===== src/rtl/dac7821_write_sequencer.sv =====
// dac7821_write_sequencer: coalesces CPU writes into per-channel shadows and replays them to DAC7821 devices one at a time.
module dac7821_write_sequencer #(
  parameter int SETUP_CYC = 1,
  parameter int CS_CYC    = 2,
  parameter int HOLD_CYC  = 1
) (
  input  logic        Clock,
  input  logic        Reset_n,
  input  logic [11:0] DECODE_IN,
  input  logic [11:0] DATA_IN,
  input  logic        WR_STB,
  output logic [11:0] DAC_DB,
  output logic [6:0]  DAC_CS_N,
  output logic        DAC_RW_N,
  output logic        BUSY,
  output logic        DONE,
  output logic [6:0]  PEND
);
  typedef enum logic [1:0] {IDLE, SETUP, STROBE, HOLD} state_t;
  state_t      state;
  logic [3:0]  cnt;
  logic [2:0]  sel, pick;
  logic [11:0] shadow [7];
  logic [6:0]  set, clr;
  assign set = WR_STB ? DECODE_IN[6:0] : 7'h00;
  assign clr = (state == IDLE && |PEND) ? 7'b1 << pick : 7'h00;
  always_comb begin
    pick = 3'd0;
    for (int i = 6; i >= 0; i--) if (PEND[i]) pick = 3'(i);
  end
  // A new write to the channel being cleared wins, so it gets its own later transfer.
  always_ff @(posedge Clock) begin
    if (!Reset_n) begin
      state    <= IDLE;
      cnt      <= 4'd0;
      sel      <= 3'd0;
      DAC_DB   <= 12'h000;
      DAC_CS_N <= 7'h7F;
      DAC_RW_N <= 1'b1;
      BUSY     <= 1'b0;
      DONE     <= 1'b0;
      PEND     <= 7'h00;
      for (int i = 0; i < 7; i++) shadow[i] <= 12'h000;
    end else begin
      DONE <= 1'b0;
      PEND <= (PEND & ~clr) | set;
      for (int i = 0; i < 7; i++) if (set[i]) shadow[i] <= DATA_IN;
      case (state)
        IDLE: if (|PEND) begin
          state    <= SETUP;
          sel      <= pick;
          DAC_DB   <= shadow[pick];
          DAC_RW_N <= 1'b0;
          BUSY     <= 1'b1;
          cnt      <= 4'(SETUP_CYC - 1);
        end
        SETUP: if (cnt == 4'd0) begin
          state    <= STROBE;
          DAC_CS_N <= ~(7'b1 << sel);
          cnt      <= 4'(CS_CYC - 1);
        end else cnt <= cnt - 4'd1;
        STROBE: if (cnt == 4'd0) begin
          state    <= HOLD;
          DAC_CS_N <= 7'h7F;
          cnt      <= 4'(HOLD_CYC - 1);
        end else cnt <= cnt - 4'd1;
        HOLD: if (cnt == 4'd0) begin
          state    <= IDLE;
          DAC_RW_N <= 1'b1;
          BUSY     <= 1'b0;
          DONE     <= 1'b1;
        end else cnt <= cnt - 4'd1;
        default: state <= IDLE;
      endcase
    end
  end
endmodule


===== config.mk =====
export PLATFORM = sky130hd
export DESIGN_NAME = dac7821_write_sequencer
export DESIGN_NICKNAME = d
export VERILOG_FILES = /design/src/rtl/dac7821_write_sequencer.sv
export SDC_FILE = /design/constraint.sdc
export NUM_CORES = 1
export LEC_CHECK = 0
export CAP_MARGIN = 0
export CORE_ASPECT_RATIO = 0.7
export CORE_MARGIN = 2
export CORE_UTILIZATION = 30
export CTS_CLUSTER_SIZE = 16
export DETAILED_ROUTE_END_ITERATION = 8
export MAX_ROUTING_LAYER = met4
export PLACE_DENSITY_LB_ADDON = 0.05
export RECOVER_POWER = 25
export SYNTH_ARGS = -nofsm -noshare
export SYNTH_HDL_FRONTEND = slang
export SYNTH_SLANG_ARGS = --single-unit

===== constraint.sdc =====
create_clock -name Clock -period 2.3 [get_ports Clock]
set_clock_uncertainty 0.1 [all_clocks]
set_input_delay 0.575 -clock Clock [delete_from_list [all_inputs] [get_ports Clock]]
set_output_delay 0.575 -clock Clock [all_outputs]
set_load 0.01 [all_outputs]

---- Word level (Yosys, flattened, before mapping) ----
Memories as Yosys holds them, arrays and structs flattened. A register that Yosys moved wholly into a read port is not among the register bits.
Index checks and enable logic that the tools add are counted.
word-level totals
  input port bits ......................... 27
  memories ................................ 1
  register bits after elaboration ......... 26
  RAM bits ................................ 84
  word-level logic and storage cells ...... 102
memories
  memory  depth  width  read ports  clocked after memory_dff  wr ports  line  text
  shadow  7      12     1           1                         7         23    logic [11:0] shadow [7];
cells by class
  bitwise logic cells ..................... 11
  reduce and logical (&&, ||, !) cells .... 13
  muxes and demuxes ....................... 58
  $add $sub $neg .......................... 1
  equal/unequal tests ..................... 8
  shifts and indexed selects .............. 2
operators with widths
  cell                                               count
  2-to-1 mux 12 bit                                  7
  2-to-1 mux 7 bit                                   4
  2-to-1 mux 1 bit                                   27
  2-to-1 mux 3 bit                                   7
  2-to-1 mux 4 bit                                   4
  case mux 4 bit (4 select lines)                    1
  NOT 7 bit                                          2
  case mux 7 bit (2 select lines)                    1
  << shifter 1 x 3 -> 7 bit (first input constant)   2
  2-to-1 mux 2 bit                                   4
  != test 2 bit (second input constant)              4
  case mux 2 bit (4 select lines)                    1
  AND 7 bit                                          1
  OR 1 bit                                           7
  OR 7 bit                                           1
  OR reduction 7 bit                                 1
  AND reduction 2 bit                                3
  AND reduction 3 bit                                2
  equality test 2 bit (second input constant)        2
  logical NOT 4 bit                                  1
  case mux 1 bit (2 select lines)                    2
  AND reduction 4 bit                                1
  nonzero test 2 bit                                 2
  subtractor 4 x 1 -> 4 bit (second input constant)  1
  other kinds (5)                                    5

---- Longest topological paths before layout ----
Gate-level depths: netlist (run 1).
  depth in word-level cells ............... 12
  mapped depth ............................ 8

---- Worst setup path before layout (run 1) ----
No wires, ideal clock.
  path type ............................... input to register
  start point ............................. input port Reset_n
  end point ............................... memory shadow[0][0] (enable)
  setup slack ............................. 0.180 ns
  cell stages on the path ................. 4
  arrival ................................. 1.687 ns
  buffers on the path ..................... 3
  path through ............................ clkbuf_1 > clkbuf_1 > clkbuf_1 > nand2_1
RTL lines
  item                line  text
  start: declaration  8     input logic Reset_n,
  end: declaration    23

---- Worst setup path after layout (run 1) ----
  start point ............................. register PEND[2]
  end point ............................... output port PEND[2]
RTL lines
  item                      line  text
  start: declaration        17    output logic [6:0] PEND
  start signal: assignment  46    PEND <= (PEND & ~clr) | set;
No word-level cell between the ends.

==> results_dict.tcl, run 1 <==
set metrics [dict create \
    status "finished clean" \
    commonest_non_fill_non_tap_cell_in_the_layout "sky130_fd_sc_hd__nor2_1" \
    first_pass_grt_wire_length_um 23360 \
    finalWeightedCongestion 0.7947 \
    met3_wirelength_um 698 \
    critical_path.startpoint "PEND[2]" \
    met1Wirelength_um 8142 \
    synth_cell_types 48 \
    numPortBuffers 50 \
    route.top_layer_used "met4" \
    rsz0062_at_grt "no" \
    residual_antenna_violating_net_count_after_detailed_routing 0 \
    hold_viol_final 0 \
    hold-path-cell-count 1 \
    clk-insertion-delay-late_ps 410 \
    cts_tree "built" \
    timing.critical_path.arrival_ps 1560 \
    synth.yosys.seq_area_share 0.6087 \
    antenna_found_initial 0 \
    row_cnt 40 \
    min_delay_worst_endpoint "DAC_DB[6]" \
    critical_path.endpoint_type "primary output" \
    max_transition_margin 0.3768 \
    route.detailed.drc 0 \
    routed-wl-met2_um 6403 \
    half_perimeter_wire_length_of_the_detailed_placement_result_um 10960 \
    grt_max_degree 27 \
    synth_top_flop_cell "sky130_fd_sc_hd__edfxtp_1" \
    final_max_slew_viol_count 0 \
    cts_max_level 4 \
    setup_viol_count_final 0 \
    ys_seq_elements 122 \
    cap_viol_max_count 0 \
    first_global_vias 3847 \
    crit_path_max_fanout 5 \
    post_synth.cell_area_avg_um2 11.08 \
    whs_ps 364.3 \
    worst_hold_startpoint "DAC_DB[6]" \
    holdBufCountCts 0 \
    synth.largest_area_cell "sky130_fd_sc_hd__edfxtp_1" \
    postCtsSetupRepairBufs 0 \
    post-route-min-period_ps 2233 \
    cts-buffers-inserted 17 \
    drt_pass1_iterations 7 \
    area_growth_pct 28.51 \
    wl_per_cell_um 18.99 \
    initial_core_utilization 0.3106 \
    synthCells 487 \
    die_width_um 164.3 \
    coreArea_um2 17370 \
    die_area_um2 19090 \
    synth.area.top_cells "sky130_fd_sc_hd__edfxtp_1, sky130_fd_sc_hd__dfxtp_1, sky130_fd_sc_hd__nor2_1" \
    worstMarginPinSlew_ps 932.3 \
    timing.hold.worst.class "flip-flop to flip-flop" \
    asyncSetResetFlopFracSynth 0 \
    worst_r2r_endpoint "DAC_DB[4]" \
    ctsLongestPathBuffers 2 \
    routed-via-count 3994 \
    reg2regPathDepth 5 \
    synth_edf_count 84 \
    synthesis_warning_total 0 \
    min_period_over_period 0.9707 \
    setup.worst_path.class "flip-flop to primary output" \
    vias_per_cell 4.925 \
    finalNetCount 600 \
    drt_iter0_markers 371 \
    setup_tns_ps 0 \
    fill_cells 1697 \
    maximum_vdd_ir_drop_mv 0.3553 \
    max_freq_mhz 447.9 \
    die_height_um 116.2 \
    cts.clk_slew.worst_paths_ps 60 \
    drive_above_1_share 0.1414 \
    netlist_area_um2 5394 \
    global_route.overflow_total 0 \
    ff2ff_setup_slack_ps 170 \
    clock-sinks 122 \
    pwr_density_cell_nw_per_um2 1003 \
    antenna_cell_count 0 \
    setup.worst_path.start_class "flip-flop" \
    cts.root.buffer_cell "sky130_fd_sc_hd__clkbuf_16" \
    num_io_pins 56 \
    groute.usage.overall 0.1734 \
    cp.required_ps 1620 \
    rr_startpoint "PEND[2]" \
    p_leak_uw 0.002679 \
    synth.top_cell.area_share 0.4676 \
    syn-num-nets 520 \
    most-common-layout-cells "sky130_fd_sc_hd__nor2_1, sky130_fd_sc_hd__edfxtp_1, sky130_fd_sc_hd__clkdlybuf4s50_1" \
    total_routed_length_um 15400 \
]
## registers in the layout, indices dropped and copies added (netlist names), 2 cells and up
name,count
DAC_CS_N,7
DAC_DB,12
PEND,7
cnt,4
sel,3
shadow,84
state,2
## layout make-up
cell class	instances	area [µm²]	share of cell area
Timing Repair Buffer	93	835.8	0.1206
Multi-Input combinational cell	315	1897	0.2736
Clock inverter	11	85.08	0.01227
Tap cell	231	289.0	0.04170
Inverter	18	67.56	0.009747
Clock buffer	21	474.2	0.06841
Sequential cell	122	3283	0.4736
## report_power, final
part / internal (µW) / switching [µW] / total, µW
clock network: 1490 / 1020 / 2510
logic: 731 / 914 / 1650
registers: 2640 / 163 / 2800
## metal layers
layer,vias to the layer above,GRT usage
met5,-,-
met4,0,0.04854
met3,13,0.03622
met2,104,0.2346
met1,1927,0.2584
li1,1950,-
## synth_stat cells (4+ instances only)
cell                       instances
sky130_fd_sc_hd__nor2_1           97
sky130_fd_sc_hd__edfxtp_1         84
sky130_fd_sc_hd__nand2_1          40
sky130_fd_sc_hd__dfxtp_1          38
sky130_fd_sc_hd__inv_1            18
sky130_fd_sc_hd__mux2i_1          15
sky130_fd_sc_hd__clkbuf_1         14
sky130_fd_sc_hd__o21ai_0          14
sky130_fd_sc_hd__a22oi_1          13
sky130_fd_sc_hd__a211o_1          12
sky130_fd_sc_hd__a211oi_1         12
sky130_fd_sc_hd__a222oi_1         12
sky130_fd_sc_hd__a31oi_1          12
sky130_fd_sc_hd__nand4b_1         12
sky130_fd_sc_hd__nor2b_1          12
sky130_fd_sc_hd__a21boi_0          8
sky130_fd_sc_hd__buf_2             8
sky130_fd_sc_hd__nand3_1           8
sky130_fd_sc_hd__buf_1             6
sky130_fd_sc_hd__ha_1              6
sky130_fd_sc_hd__nor3_1            6
sky130_fd_sc_hd__a21oi_1           4
## worst max-delay path, cell delays in order, from the launching register on
cell                              delay [ps]
sky130_fd_sc_hd__dfxtp_1                 430
sky130_fd_sc_hd__buf_4                   180
sky130_fd_sc_hd__clkdlybuf4s50_1         530
## metrics by stage
| step | util | setup slack, ps | power (µW) | instances | area [µm²] |
|---|---|---|---|---|---|
| after floorplan | - | 179.5 | 3764 | 487 | 5394 |
| after global placement | 0.3691 | 105.4 | 4487 | 779 | 6410 |
| after detailed placement | 0.3691 | 77.62 | 4504 | 779 | 6410 |
| after CTS | 0.4015 | 41.83 | 7019 | 811 | 6973 |
| after global routing | 0.3991 | 0.7483 | 7302 | 811 | 6932 |
| final | 0.3991 | 67.45 | 6956 | 811 | 6932 |
## worst max-delay path by stage
stage / to / slack, ps
finish: PEND[2] / 70
global route: PEND[1] / 0.7
CTS: PEND[0] / 40
detailed placement: DAC_DB[0] / 80
global placement: DAC_DB[3] / 110
floorplan: shadow[0][0] / 180
## cells by family after synthesis
kind of cell	Yosys count	share of synthesized area
simple gates	197	0.1735
flops	122	0.6087
compound gates	97	0.1352
buf+inv	50	0.04082
mux	15	0.02784
fa+ha+maj	6	0.01392
## repair_timing
| item | in CTS | in global routing |
|---|---|---|
| endpoints found under the hold margin | 0 | 0 |
| gates resized for setup | 1 | 0 |
| setup endpoints to repair | 1 | 0 |
Note: power is estimated with default switching activity, not from simulation.
==> inputs of run 2 (changes only) <==
- CTS_CLUSTER_SIZE: 16 -> 8
- SKIP_CTS_REPAIR_TIMING: default -> 1
==> results of run 2 <==
Final layout, timing and power as in run 1 (identical DEF).
==> inputs of run 3 (changes only) <==
- ABC_AREA: default -> 0
- CORE_MARGIN: 2 -> 4
- HOLD_SLACK_MARGIN: default -> 0.15
==> run 3 against run 2 <==
Net effect: power increased by 0.31%; global-route usage decreased by 0.39 points; count of clock-buffer cells in the layout unchanged; critical path depth unchanged; final cell count increased by 0.49%; combinational power about the same; register-to-register slack about the same; fmax about the same; hold slack improved by 8.3 ps; non-clock buffer count increased by 5; die area increased by 6.0%; largest cell class unchanged.
==> results_dict.tcl, run 3 (synthesis gave the netlist of run 1 again) <==
set metrics [dict create \
    status "finished clean" \
    ff2ff_setup_slack_ps 160 \
    cp.required_ps 1620 \
    number_of_flip_flops_in_the_largest_register 84 \
    layout.cell_area.non_filler_um2 6982 \
    max_freq_mhz 448.1 \
    initial_core_utilization 0.3097 \
    fill_cells 1672 \
    cts_tree "built" \
    finalNetCount 605 \
    global_route.overflow_total 0 \
    top_regs "shadow x84, DAC_DB x12" \
    critical_path.max_stage_delay_ps 540 \
    cts.clk_slew.worst_paths_ps 50 \
    first_pass_grt_wire_length_um 25050 \
    total_power_uw 6977 \
    coreArea_um2 17420 \
    cts-buffers-inserted 17 \
    dpl_cell_area_um2 6479 \
    final.setup.worst_slack_ps 68.46 \
    regArea_um2 3286 \
    antenna_cell_count 0 \
    setup.worst_path.start_class "flip-flop" \
    worst_r2r_endpoint "DAC_DB[4]" \
    first_global_vias 4213 \
    cts.root.buffer_cell "sky130_fd_sc_hd__clkbuf_16" \
    critical_path.endpoint "PEND[4]" \
    clk-insertion-delay-late_ps 410 \
    wl_per_cell_um 19.70 \
    routed-via-count 4038 \
    hold_viol_final 0 \
    post-route-min-period_ps 2232 \
    drt_iter0_markers 444 \
    timing.hold.worst.class "flip-flop to flip-flop" \
    critical_path.slowest_cell "sky130_fd_sc_hd__clkdlybuf4s50_1" \
    total_routed_length_um 16050 \
    reg2regPathDepth 8 \
    grt_max_degree 25 \
    path_cells "buf_4, clkdlybuf4s50_1" \
    post_layout_nonfiller_instances 815 \
    critical_path.endpoint_type "primary output" \
    die_width_um 168.3 \
    critical_path.startpoint "PEND[4]" \
    route.detailed.drc 0 \
    finalWeightedCongestion 0.8088 \
    worstMarginPinSlew_ps 782.2 \
    area_growth_pct 29.44 \
    rr_startpoint "state[1]" \
    ctsLongestPathBuffers 2 \
    max_transition_margin 0.4786 \
    clock-sinks 122 \
    num_io_pins 56 \
    setup_viol_count_final 0 \
    vias_per_cell 4.955 \
    dp.cells 784 \
    largest_register_by_flop_count "shadow" \
    most-common-layout-cells "sky130_fd_sc_hd__nor2_1, sky130_fd_sc_hd__edfxtp_1, sky130_fd_sc_hd__clkdlybuf4s50_1" \
    rsz0062_at_grt "no" \
    row_cnt 40 \
    pre_cts_slack_ps -17.65 \
    maximum_vdd_ir_drop_mv 0.4206 \
    final_max_slew_viol_count 0 \
    die_area_um2 20220 \
    groute.usage.overall 0.1694 \
    timing.critical_path.max_delay_family "buffers and inverters" \
    critical_path.n_buffers_inverters 2 \
    crit_path_max_fanout 5 \
    numPortBuffers 50 \
    residual_antenna_violating_net_count_after_detailed_routing 0 \
    drt_pass1_iterations 5 \
    cap_viol_max_count 0 \
    antenna_found_initial 0 \
    setup.worst_path.class "flip-flop to primary output" \
    timing.critical_path.arrival_ps 1560 \
    half_perimeter_wire_length_of_the_detailed_placement_result_um 10900 \
    commonest_non_fill_non_tap_cell_in_the_layout "sky130_fd_sc_hd__nor2_1" \
    die_height_um 120.2 \
    pwr_density_cell_nw_per_um2 999.4 \
    p_leak_uw 0.002688 \
    min_period_over_period 0.9702 \
    drive_above_1_share 0.1421 \
    critical_path_depth 2 \
    multiInputGateArea_um2 1912 \
    cts_max_level 4 \
]
run 3: changes by cell type in the layout (fill, tap and decap cells not counted), moves of 3 or more:
cell                       change
sky130_fd_sc_hd__clkbuf_2      -4
sky130_fd_sc_hd__clkbuf_8      -3
sky130_fd_sc_hd__clkinv_4      -4
sky130_fd_sc_hd__inv_4         -4
sky130_fd_sc_hd__buf_4         +8
sky130_fd_sc_hd__clkinv_2      +4
sky130_fd_sc_hd__clkbuf_1      +6
run 3: area by class of cell:
type                    instances  area share
clock buffers                  21     0.06308
clock inverters                10     0.01470
inverters                      18    0.009677
multi-input cells             315      0.2738
flip-flops and latches        122      0.4706
well taps                     231     0.04140
repair buffers                 98      0.1267
run 3: per-layer routing:
layer  up-vias  track usage  part of all wire
met3        19      0.03954             0.052
met1      1961       0.2394              0.51
met4         0      0.04257             0.013
li1       1949            -                 -
met5         -            -                 0
met2       109       0.2470              0.43
run 3: per-stage QoR:
step / setup TNS (ps) / hold slack (ps) / utilization
2_1_floorplan: 0 / 366.4 / -
3_3_place_gp: 0 / 353.6 / 0.3720
3_5_place_dp: -17.65 / 363.0 / 0.3720
4_1_cts: -55.07 / 376.0 / 0.4032
5_1_grt: 0 / 394.3 / 0.4009
6_report: 0 / 372.7 / 0.4009
run 3: power breakdown:
part	total, µW	internal (µW)	switching (µW)
logic	1670	750	921
clock network	2500	1570	935
registers	2800	2640	163
total	6980	4960	2020
run 3: worst min-delay path by stage:
stage / from / endpoint / slack [ps] / depth (start not counted)
global placement: DAC_DB[4] / DAC_DB[4] / 350 / 1
detailed placement: DAC_DB[3] / DAC_DB[3] / 360 / 1
finish: DAC_DB[9] / DAC_DB[9] / 370 / 1
floorplan: sel[2] / sel[2] / 370 / 2
global route: DAC_DB[9] / DAC_DB[9] / 390 / 1
CTS: DAC_DB[3] / DAC_DB[3] / 380 / 1
